## config.mk

```make
export PLATFORM = sky130hd
export DESIGN_NAME = accum_delta_decoder_flat
export DESIGN_NICKNAME = d
export VERILOG_FILES = /design/src/rtl/accum_delta_decoder_if.sv /design/src/rtl/accum_delta_decoder.sv /design/src/flat_wrapper.sv
export SDC_FILE = /design/constraint.sdc
export NUM_CORES = 1
export LEC_CHECK = 0
export CAP_MARGIN = 25
export CORE_MARGIN = 2
export CORE_UTILIZATION = 45
export CTS_CLUSTER_SIZE = 40
export DETAILED_ROUTE_END_ITERATION = 8
export DONT_BUFFER_PORTS = 1
export GPL_TIMING_DRIVEN = 1
export SLEW_MARGIN = 25
export SYNTH_ARGS = -nofsm -noshare
export SYNTH_HDL_FRONTEND = slang
export SYNTH_SLANG_ARGS = --single-unit
```

## constraint.sdc

```tcl
create_clock -name clk -period 2.6 [get_ports clk]
set_input_delay 0.52 -clock clk [delete_from_list [all_inputs] [get_ports clk]]
set_output_delay 0.52 -clock clk [all_outputs]
set_load 0.01 [all_outputs]
```

## src/rtl/accum_delta_decoder_if.sv

```systemverilog
// rtl/accum_delta_decoder_if.sv - handshake bundle between a driver and the delta decoder
interface accum_delta_decoder_if #(
  parameter int SUM_W   = 7,
  parameter int DELTA_W = 4,
  parameter int CNT_W   = 8
);
  logic               resync;
  logic               in_valid;
  logic               in_ready;
  logic [SUM_W-1:0]   in_sum;
  logic               out_valid;
  logic               out_ready;
  logic [DELTA_W-1:0] out_delta;
  logic               out_err;
  logic [CNT_W-1:0]   err_cnt;
  logic               primed;

  modport master (
    output resync, in_valid, in_sum, out_ready,
    input  in_ready, out_valid, out_delta, out_err, err_cnt, primed
  );

  modport slave (
    input  resync, in_valid, in_sum, out_ready,
    output in_ready, out_valid, out_delta, out_err, err_cnt, primed
  );
endinterface

```

## src/rtl/accum_delta_decoder.sv

```systemverilog
// rtl/accum_delta_decoder.sv - recovers per-sample increments from a running-sum accumulator stream
module accum_delta_decoder #(
  parameter int SUM_W   = 7,
  parameter int DELTA_W = 4,
  parameter int CNT_W   = 8
) (
  input  logic                  clk,
  input  logic                  rst,
  accum_delta_decoder_if.slave  bus
);

  typedef enum logic {PRIME, RUN} state_t;

  state_t             state;
  logic               primed_q;
  logic [SUM_W-2:0]   base;
  logic [CNT_W-1:0]   err_cnt_q;

  // Two-entry FIFO kept as explicit head/tail registers so the head is a plain flop output
  logic [1:0]         count;
  logic [DELTA_W-1:0] head_delta;
  logic               head_err;
  logic [DELTA_W-1:0] tail_delta;
  logic               tail_err;

  logic               in_ready;
  logic               accept;
  logic               push;
  logic               pop;
  logic [SUM_W:0]     diff;
  logic               err;
  logic [DELTA_W-1:0] delta;

  assign in_ready = !rst && !bus.resync && (count < 2'd2);
  assign accept   = bus.in_valid && in_ready;
  assign push     = accept && (state == RUN);
  assign pop      = (count != 2'd0) && bus.out_ready;

  // Baseline has no carry bit, so the sample's carry naturally adds 2**(SUM_W-1) to the difference
  assign diff  = {1'b0, bus.in_sum} - {2'b00, base};
  assign err   = diff[SUM_W] || (diff[SUM_W-1:DELTA_W] != '0);
  assign delta = err ? '0 : diff[DELTA_W-1:0];

  // PRIME/RUN state machine and baseline capture; resync drops back to PRIME
  always_ff @(posedge clk) begin
    if (rst) begin
      state    <= PRIME;
      primed_q <= 1'b0;
      base     <= '0;
    end else if (bus.resync) begin
      state    <= PRIME;
      primed_q <= 1'b0;
    end else if (accept) begin
      base     <= bus.in_sum[SUM_W-2:0];
      state    <= RUN;
      primed_q <= 1'b1;
    end
  end

  // Saturating count of illegal increments; survives resync
  always_ff @(posedge clk) begin
    if (rst) begin
      err_cnt_q <= '0;
    end else if (push && err && (err_cnt_q != '1)) begin
      err_cnt_q <= err_cnt_q + 1'b1;
    end
  end

  // Output FIFO: push goes to head when it is (or becomes) free, otherwise to tail
  always_ff @(posedge clk) begin
    if (rst || bus.resync) begin
      count      <= 2'd0;
      head_delta <= '0;
      head_err   <= 1'b0;
      tail_delta <= '0;
      tail_err   <= 1'b0;
    end else begin
      unique case ({push, pop})
        2'b10: begin
          if (count == 2'd0) begin
            head_delta <= delta;
            head_err   <= err;
          end else begin
            tail_delta <= delta;
            tail_err   <= err;
          end
          count <= count + 2'd1;
        end
        2'b01: begin
          head_delta <= tail_delta;
          head_err   <= tail_err;
          count      <= count - 2'd1;
        end
        2'b11: begin
          head_delta <= delta;
          head_err   <= err;
        end
        default: begin
        end
      endcase
    end
  end

  assign bus.in_ready  = in_ready;
  assign bus.out_valid = (count != 2'd0);
  assign bus.out_delta = head_delta;
  assign bus.out_err   = head_err;
  assign bus.err_cnt   = err_cnt_q;
  assign bus.primed    = primed_q;

endmodule

```

## src/flat_wrapper.sv

```systemverilog
// flat-port wrapper written by rule: the top's interface ports become plain ports
module accum_delta_decoder_flat 
#(
  parameter int SUM_W   = 7,
  parameter int DELTA_W = 4,
  parameter int CNT_W   = 8
)
  (clk, rst, bus_resync, bus_in_valid, bus_in_sum, bus_out_ready, bus_in_ready, bus_out_valid, bus_out_delta, bus_out_err, bus_err_cnt, bus_primed);
  accum_delta_decoder_if #(.SUM_W(SUM_W), .DELTA_W(DELTA_W), .CNT_W(CNT_W)) bus_i ();
  input  logic clk;
  input  logic rst;
  input wire logic [$bits(bus_i.resync)-1:0] bus_resync;
  input wire logic [$bits(bus_i.in_valid)-1:0] bus_in_valid;
  input wire logic [$bits(bus_i.in_sum)-1:0] bus_in_sum;
  input wire logic [$bits(bus_i.out_ready)-1:0] bus_out_ready;
  output wire logic [$bits(bus_i.in_ready)-1:0] bus_in_ready;
  output wire logic [$bits(bus_i.out_valid)-1:0] bus_out_valid;
  output wire logic [$bits(bus_i.out_delta)-1:0] bus_out_delta;
  output wire logic [$bits(bus_i.out_err)-1:0] bus_out_err;
  output wire logic [$bits(bus_i.err_cnt)-1:0] bus_err_cnt;
  output wire logic [$bits(bus_i.primed)-1:0] bus_primed;
  assign bus_i.resync = bus_resync;
  assign bus_i.in_valid = bus_in_valid;
  assign bus_i.in_sum = bus_in_sum;
  assign bus_i.out_ready = bus_out_ready;
  assign bus_in_ready = bus_i.in_ready;
  assign bus_out_valid = bus_i.out_valid;
  assign bus_out_delta = bus_i.out_delta;
  assign bus_out_err = bus_i.out_err;
  assign bus_err_cnt = bus_i.err_cnt;
  assign bus_primed = bus_i.primed;
  accum_delta_decoder #(.SUM_W(SUM_W), .DELTA_W(DELTA_W), .CNT_W(CNT_W)) u_core (.clk(clk), .rst(rst), .bus(bus_i));
endmodule
```

==> impl_metrics.py <==
metrics = {
    "sta": {
        "fin_hold_ws_ps": 246.6,
        "worst_pin_slew_ps": 810.9,
        "maxSlewViolCount": 0,
        "finalClockSkew_ps": 7.185,
        "max-slew-margin-rel_pct": 45.09,
        "rsz0062_at_grt": "false",
        "period_minus_slack_ps": 2385,
        "hold_viol": 0,
        "fin_crit_sh_pct": 91.74,
        "fmax_mhz": 419.3,
        "finalSetupViolations": 0,
    },
    "hold_path": {
        "hold_path_startpoint": "rst",
        "min_path_type": "in -> reg",
    },
    "final_layout": {
        "drive_above_1_share_pct": 10.38,
        "stdcell_count": 229,
        "final_cell_mix": "dfxtp_1 (27), nor2_1 (23), a21oi_1 (19), inv_1 (14), nand2_1 (10)",
        "num_antenna_cells": 0,
        "fin_util_pct": 49.10,
        "areaGrowthSynthToFinish_pct": 6.617,
        "nets": 206,
        "design_area_um2": 1613,
        "layout_commonest_cell": "dfxtp_1",
    },
    "synthesis": {
        "async_reset_ff_share_pct": 0,
        "synth_flop_cell": "dfxtp_1",
        "ys_seq_area_share_pct": 35.73,
        "ys_warn_count": 0,
        "synth_edf_count": 0,
        "synth_area_per_cell_um2": 8.451,
        "syn-cell-area_um2": 1513,
        "syn-instance-count": 179,
        "synth-seq-cells": 27,
        "yosysUniqueCellTypes": 44,
        "syn-num-nets": 201,
    },
    "floorplanning": {
        "die_h_um": 61.98,
        "dieArea_um2": 3842,
        "num_io_pins": 28,
        "row_count": 21,
        "core_um2": 3284,
        "initial_utilization_pct": 46.06,
        "die_x_um": 61.98,
    },
    "place": {
        "place_congestion": 0.8827,
        "dp.cells": 225,
        "portBuffers": 0,
        "hpwl_mm": 2.396,
        "place_area_um2": 1585,
    },
    "worst_setup_path": {
        "cp.required_ps": 2860,
        "path_max_fanout": 5,
        "critPathLaunch": "u_core.base[0]$_SDFFE_PP0P_",
        "critPathTopFamily": "simple AND/OR/NAND/NOR gates",
        "critPathLaunchType": "flop",
        "slowest_delay_ps": 460,
        "worst_ep_arrival_time_ps": 2650,
        "critical_path.cell_chain": "ha_1 -> inv_1 -> fa_1 -> a21o_1 -> a21oi_1 -> xnor2_1 -> nor4_4 -> buf_4 -> or4b_1 -> a21oi_1",
        "slowest_stage": "or4b_1",
        "crit_top_cell": "a21oi_1",
        "cp-end-kind": "flop",
        "critPathKind": "reg -> reg",
        "timing.rr.start": "u_core.base[0]$_SDFFE_PP0P_",
        "path_buf_inv": 2,
    },
    "power": {
        "cellLeakagePower_nw": 0.6066,
        "p_per_area_nw_per_um2": 444.5,
        "peakVddDrop_mv": 0.2016,
    },
    "flow_run": {
        "drv_cap": 0,
    },
    "grt": {
        "antenna_found_initial": 0,
        "grt_max_degree": 16,
        "grt_pass1_vias": 1160,
        "grt-ovfl-total": 0,
        "grt_use_total_pct": 17.98,
        "grt_pass1_wl_mm": 5.112,
    },
    "clock_network": {
        "holdBufCountCts": 0,
        "clk_latency_ps": 330,
        "cts_tree": "done",
        "cts_max_level": 1,
        "clk_pin_slew_ps": 150,
        "clkSinkCount": 27,
        "root_buffer": "clkbuf_4",
        "ctsResizeCount": 0,
        "postCtsSetupBuffers": 0,
        "clockBufferDepth": 2,
        "cts_made_buffers": 3,
    },
    "drt": {
        "first_pass_iters": 4,
        "num_vias": 1264,
        "dr.first_iter.drc_count": 34,
        "post_drt_wl_per_cell_um": 13.62,
        "drc": 0,
        "postRouteAntennaNets": 0,
        "drt-total-wl_mm": 3.118,
        "via_per_inst": 5.520,
    },
    "outcome": {
        "outcome": "finished, final reports clean",
    },
}
-- power breakdown --
part	leakage, nW	switching (mW)	total [mW]	internal [mW]
Sequential	0.218	0.00448	0.424	0.419
Combinational	0.371	0.0604	0.106	0.0458
Clock	0.0177	0.129	0.187	0.0577
Total	0.607	0.194	0.717	0.523
-- state kept, by name (all words and copies together) (netlist names) --
name,cells
u_core.bus.err_cnt,8
u_core.bus.out_err,1
u_core.bus.out_delta,4
u_core.base,6
u_core.tail_err,1
u_core.count,2
u_core.tail_delta,4
u_core.bus.primed,1
-- area by class of cell --
class	instances	area [um^2]
Sequential cell	27	540.5
Clock inverter	1	5.005
Fill cell	319	1672
Tap cell	46	57.56
Clock buffer	3	22.52
Inverter	14	52.55
Timing Repair Buffer	6	45.04
Multi-Input combinational cell	132	889.6
-- cell families after synthesis --
logic type,count (synthesis),share of synthesized area [%]
adder cells (fa/ha/maj),10,8.768
multiplexers,4,3.060
XOR/XNOR,5,2.895
AND/OR/NAND/NOR,64,21.67
AO/OA/AOI/OAI,49,22.41
buffers and inverters,20,5.458
flip-flops,27,35.73
-- metrics by stage --
step | total power, mW | setup TNS, ps | setup slack, ps
floorplan | 0.5180 | 0 | 93.87
global placement | 0.5365 | 0 | 51.56
detailed placement | 0.5387 | -2.929 | -2.929
CTS | 0.7294 | 0 | 204.2
global route | 0.7567 | 0 | 82.31
finish | 0.7169 | 0 | 214.9
-- metal layers --
metal / wire length, um / vias up / GRT usage [%]
met4: 23 / 0 / 7.295
met3: 148 / 2 / 3.727
met2: 1520 / 27 / 29.61
met5: 0 / - / 0
li1: - / 646 / -
met1: 1425 / 589 / 22.87
-- synth_stat cells (3+ instances only) --
master    instances  share of area, %
nor3_1            3              0.99
a21oi_1          19               6.3
nand3b_1          3               1.5
o31ai_1           4               2.0
nor2_1           23               5.7
ha_1              9               7.4
nand2_1          10               2.5
clkbuf_1          4              0.99
o21ai_0           4               1.3
o311ai_0          4               2.3
nor2b_1           5               2.1
xnor2_1           3               1.7
dfxtp_1          27                36
inv_1            14               3.5
o21a_1            3               1.5
nand3_1           7               2.3
-- path summary, 6_finish.rpt --
| kind | cells after the start | endpoint | slack [ps] |
|---|---|---|---|
| min | 1 | u_core.base[1]$_SDFFE_PP0P_ | 250 |
| min reg2reg | 2 | u_core.tail_delta[2]$_SDFFE_PP0P_ | 470 |
| max reg2reg | 10 | u_core.bus.err_cnt[6]$_SDFFE_PP0P_ | 210 |
| max | 10 | u_core.bus.err_cnt[6]$_SDFFE_PP0P_ | 210 |
-- worst reg2reg max path: stages, from the launching register on --
cell	delay [ps]
dfxtp_1	360
ha_1	160
inv_1	50
fa_1	370
a21o_1	170
a21oi_1	160
xnor2_1	180
nor4_4	80
buf_4	160
or4b_1	460
a21oi_1	170
Power figures use the tool's default switching activity.
==> RTL edit (config.mk and constraints unchanged) <==
`DELTA_W` is set to 4 in 3 places; all go to 5.
--- a/src/rtl/accum_delta_decoder_if.sv
+++ b/src/rtl/accum_delta_decoder_if.sv
@@ -2,5 +2,5 @@
 interface accum_delta_decoder_if #(
   parameter int SUM_W   = 7,
-  parameter int DELTA_W = 4,
+  parameter int DELTA_W = 5,
   parameter int CNT_W   = 8
 );
--- a/src/rtl/accum_delta_decoder.sv
+++ b/src/rtl/accum_delta_decoder.sv
@@ -2,5 +2,5 @@
 module accum_delta_decoder #(
   parameter int SUM_W   = 7,
-  parameter int DELTA_W = 4,
+  parameter int DELTA_W = 5,
   parameter int CNT_W   = 8
 ) (
--- a/src/flat_wrapper.sv
+++ b/src/flat_wrapper.sv
@@ -3,5 +3,5 @@
 #(
   parameter int SUM_W   = 7,
-  parameter int DELTA_W = 4,
+  parameter int DELTA_W = 5,
   parameter int CNT_W   = 8
 )
Interface: changed (resized bus_out_delta); port bits go from 28 to 29. No check against the original RTL was run, so the function may have changed too.
==> RTL edit against the original RTL <==
- sequential cell count is 2 higher
- synthesized area is 5.3% higher
- via count is 14% higher
- routed wire length is 19% higher
- largest cell class unchanged
- global-route usage is 2.2 points higher
- total power is 19% higher
- final area is 8.8% higher
- highest routed layer unchanged
- setup slack worse by 0.065 ns
- hold slack worse by 0.010 ns
==> RTL edit: results (changes against the original RTL) <==
stage	metric	value	unit	change
global_route	grt.met1_usage	23.1	%	+0.22 points
critical_path	cp.arrival	2.72	ns	+0.07 ns
clock_tree	clkTransAtPathRegs	0.10	ns	-0.05 ns
detailed_routing	drtIter0Drc	47		+38%
finish	nets	227		+10%
detailed_routing	wl_met2	1.72	mm	+13%
finish	seq_share	33.1	%	-0.42 points
finish	layout-drive-gt1-share	12.1	%	+1.8 points
finish	multi_input_area_share	53.6	%	-1.6 points
global_route	use_met3	8.75	%	+5.0 points
finish	buffer_area_share	3.00	%	+0.20 points
placement	dp_slack	0.0394	ns	+0.0424 ns
clock_tree	htreeDepth	2		+1
pwr	ir_drop	0.000228	V	+13%
global_route	grt_max_degree	17		+1
detailed_routing	vias_per_cell	5.72		+3.7%
timing	finClkSkew	0.00901	ns	+0.00183 ns
critical_path	crit_path_end	u_core.bus.err_cnt[7]$_SDFFE_PP0P_		
logic_synthesis	synth_xor_xnor_area_share	2.75	%	-0.15 points
outcome	status	complete, no violations		
placement	place_area	0.00170	mm^2	+7.2%
placement	port_buffers	0		unchanged
finish	clockBufferCount	5		+2
placement	hpwl	2.82	mm	+18%
finish	inv_count	15		+1
pwr	p_int	0.000607	W	+16%
timing	fin_hold_ws	0.236	ns	-0.0102 ns
logic_synthesis	synth_compound_area_share	23.4	%	+0.99 points
detailed_routing	wirelength_met1	1.61	mm	+13%
critical_path	cp_slowest_cell	dfxtp_1		
logic_synthesis	netlist_top_cells_count	nand2_1 (33), dfxtp_1 (29), a21oi_1 (23)		
detailed_routing	met3RoutedLength	300	um	+100%
pwr	power_leakage	0.622	nW	+2.5%
logic_synthesis	ys_types	48		+9.1%
finish	comb.multi_input.count	147		+11%
detailed_routing	avgRoutedWirePerCell	14.8	um	+8.4%
global_route	grt_util_all_layers	20.2	%	+2.2 points
global_route	grt_pass1_wl	6.31	mm	+23%
finish	final-clk-cell-share	3.14	%	+1.4 points
finish	buffers	7		+1
timing	worst_slack	0.150	ns	-0.0651 ns
logic_synthesis	ys.flop_type	dfxtp_1		
critical_path	critical_path.max_fanout	10		+5
placement	gp_congestion	0.825		-6.5%
finish	fillCellCount	333		+4.4%
critical_path	cp_slowest_stage_delay	0.40	ns	-0.06 ns
logic_synthesis	yosys-top-cells-area	dfxtp_1 (36%), nand2_1 (7.8%), a21oi_1 (7.2%)		
clock_tree	numCtsBuffers	5		+2
timing	slew-limit-headroom	64.4	%	+19 points
==> RTL edit: cell count changes in the layout (fill, tap and decap cells not counted), moves of 4 or more <==
cell	unedited run	this run
nor2_1	23	8
o21ai_0	4	12
nand2_1	10	33
nor2b_1	5	1
a21oi_1	19	23
a31oi_1	0	4
==> RTL edit: per-stage QoR <==
stage | utilization (%) | total power, W | cells
CTS | 52.2 | 0.000863 | 252
global placement | 50.5 | 0.000589 | 244
floorplan | - | 0.000563 | 197
detailed placement | 50.5 | 0.000590 | 244
finish | 52.2 | 0.000854 | 252
global route | 52.2 | 0.000899 | 252
==> RTL edit: power groups by stage <==
stage | sequential [W] | combinational, W | clock, W
6_report | 0.000453 | 0.000128 | 0.000272
5_1_grt | 0.000454 | 0.000142 | 0.000303
4_1_cts | 0.000453 | 0.000128 | 0.000281
3_5_place_dp | 0.000464 | 0.000127 | 0
3_3_place_gp | 0.000464 | 0.000126 | 0
2_1_floorplan | 0.000463 | 0.000100 | 0
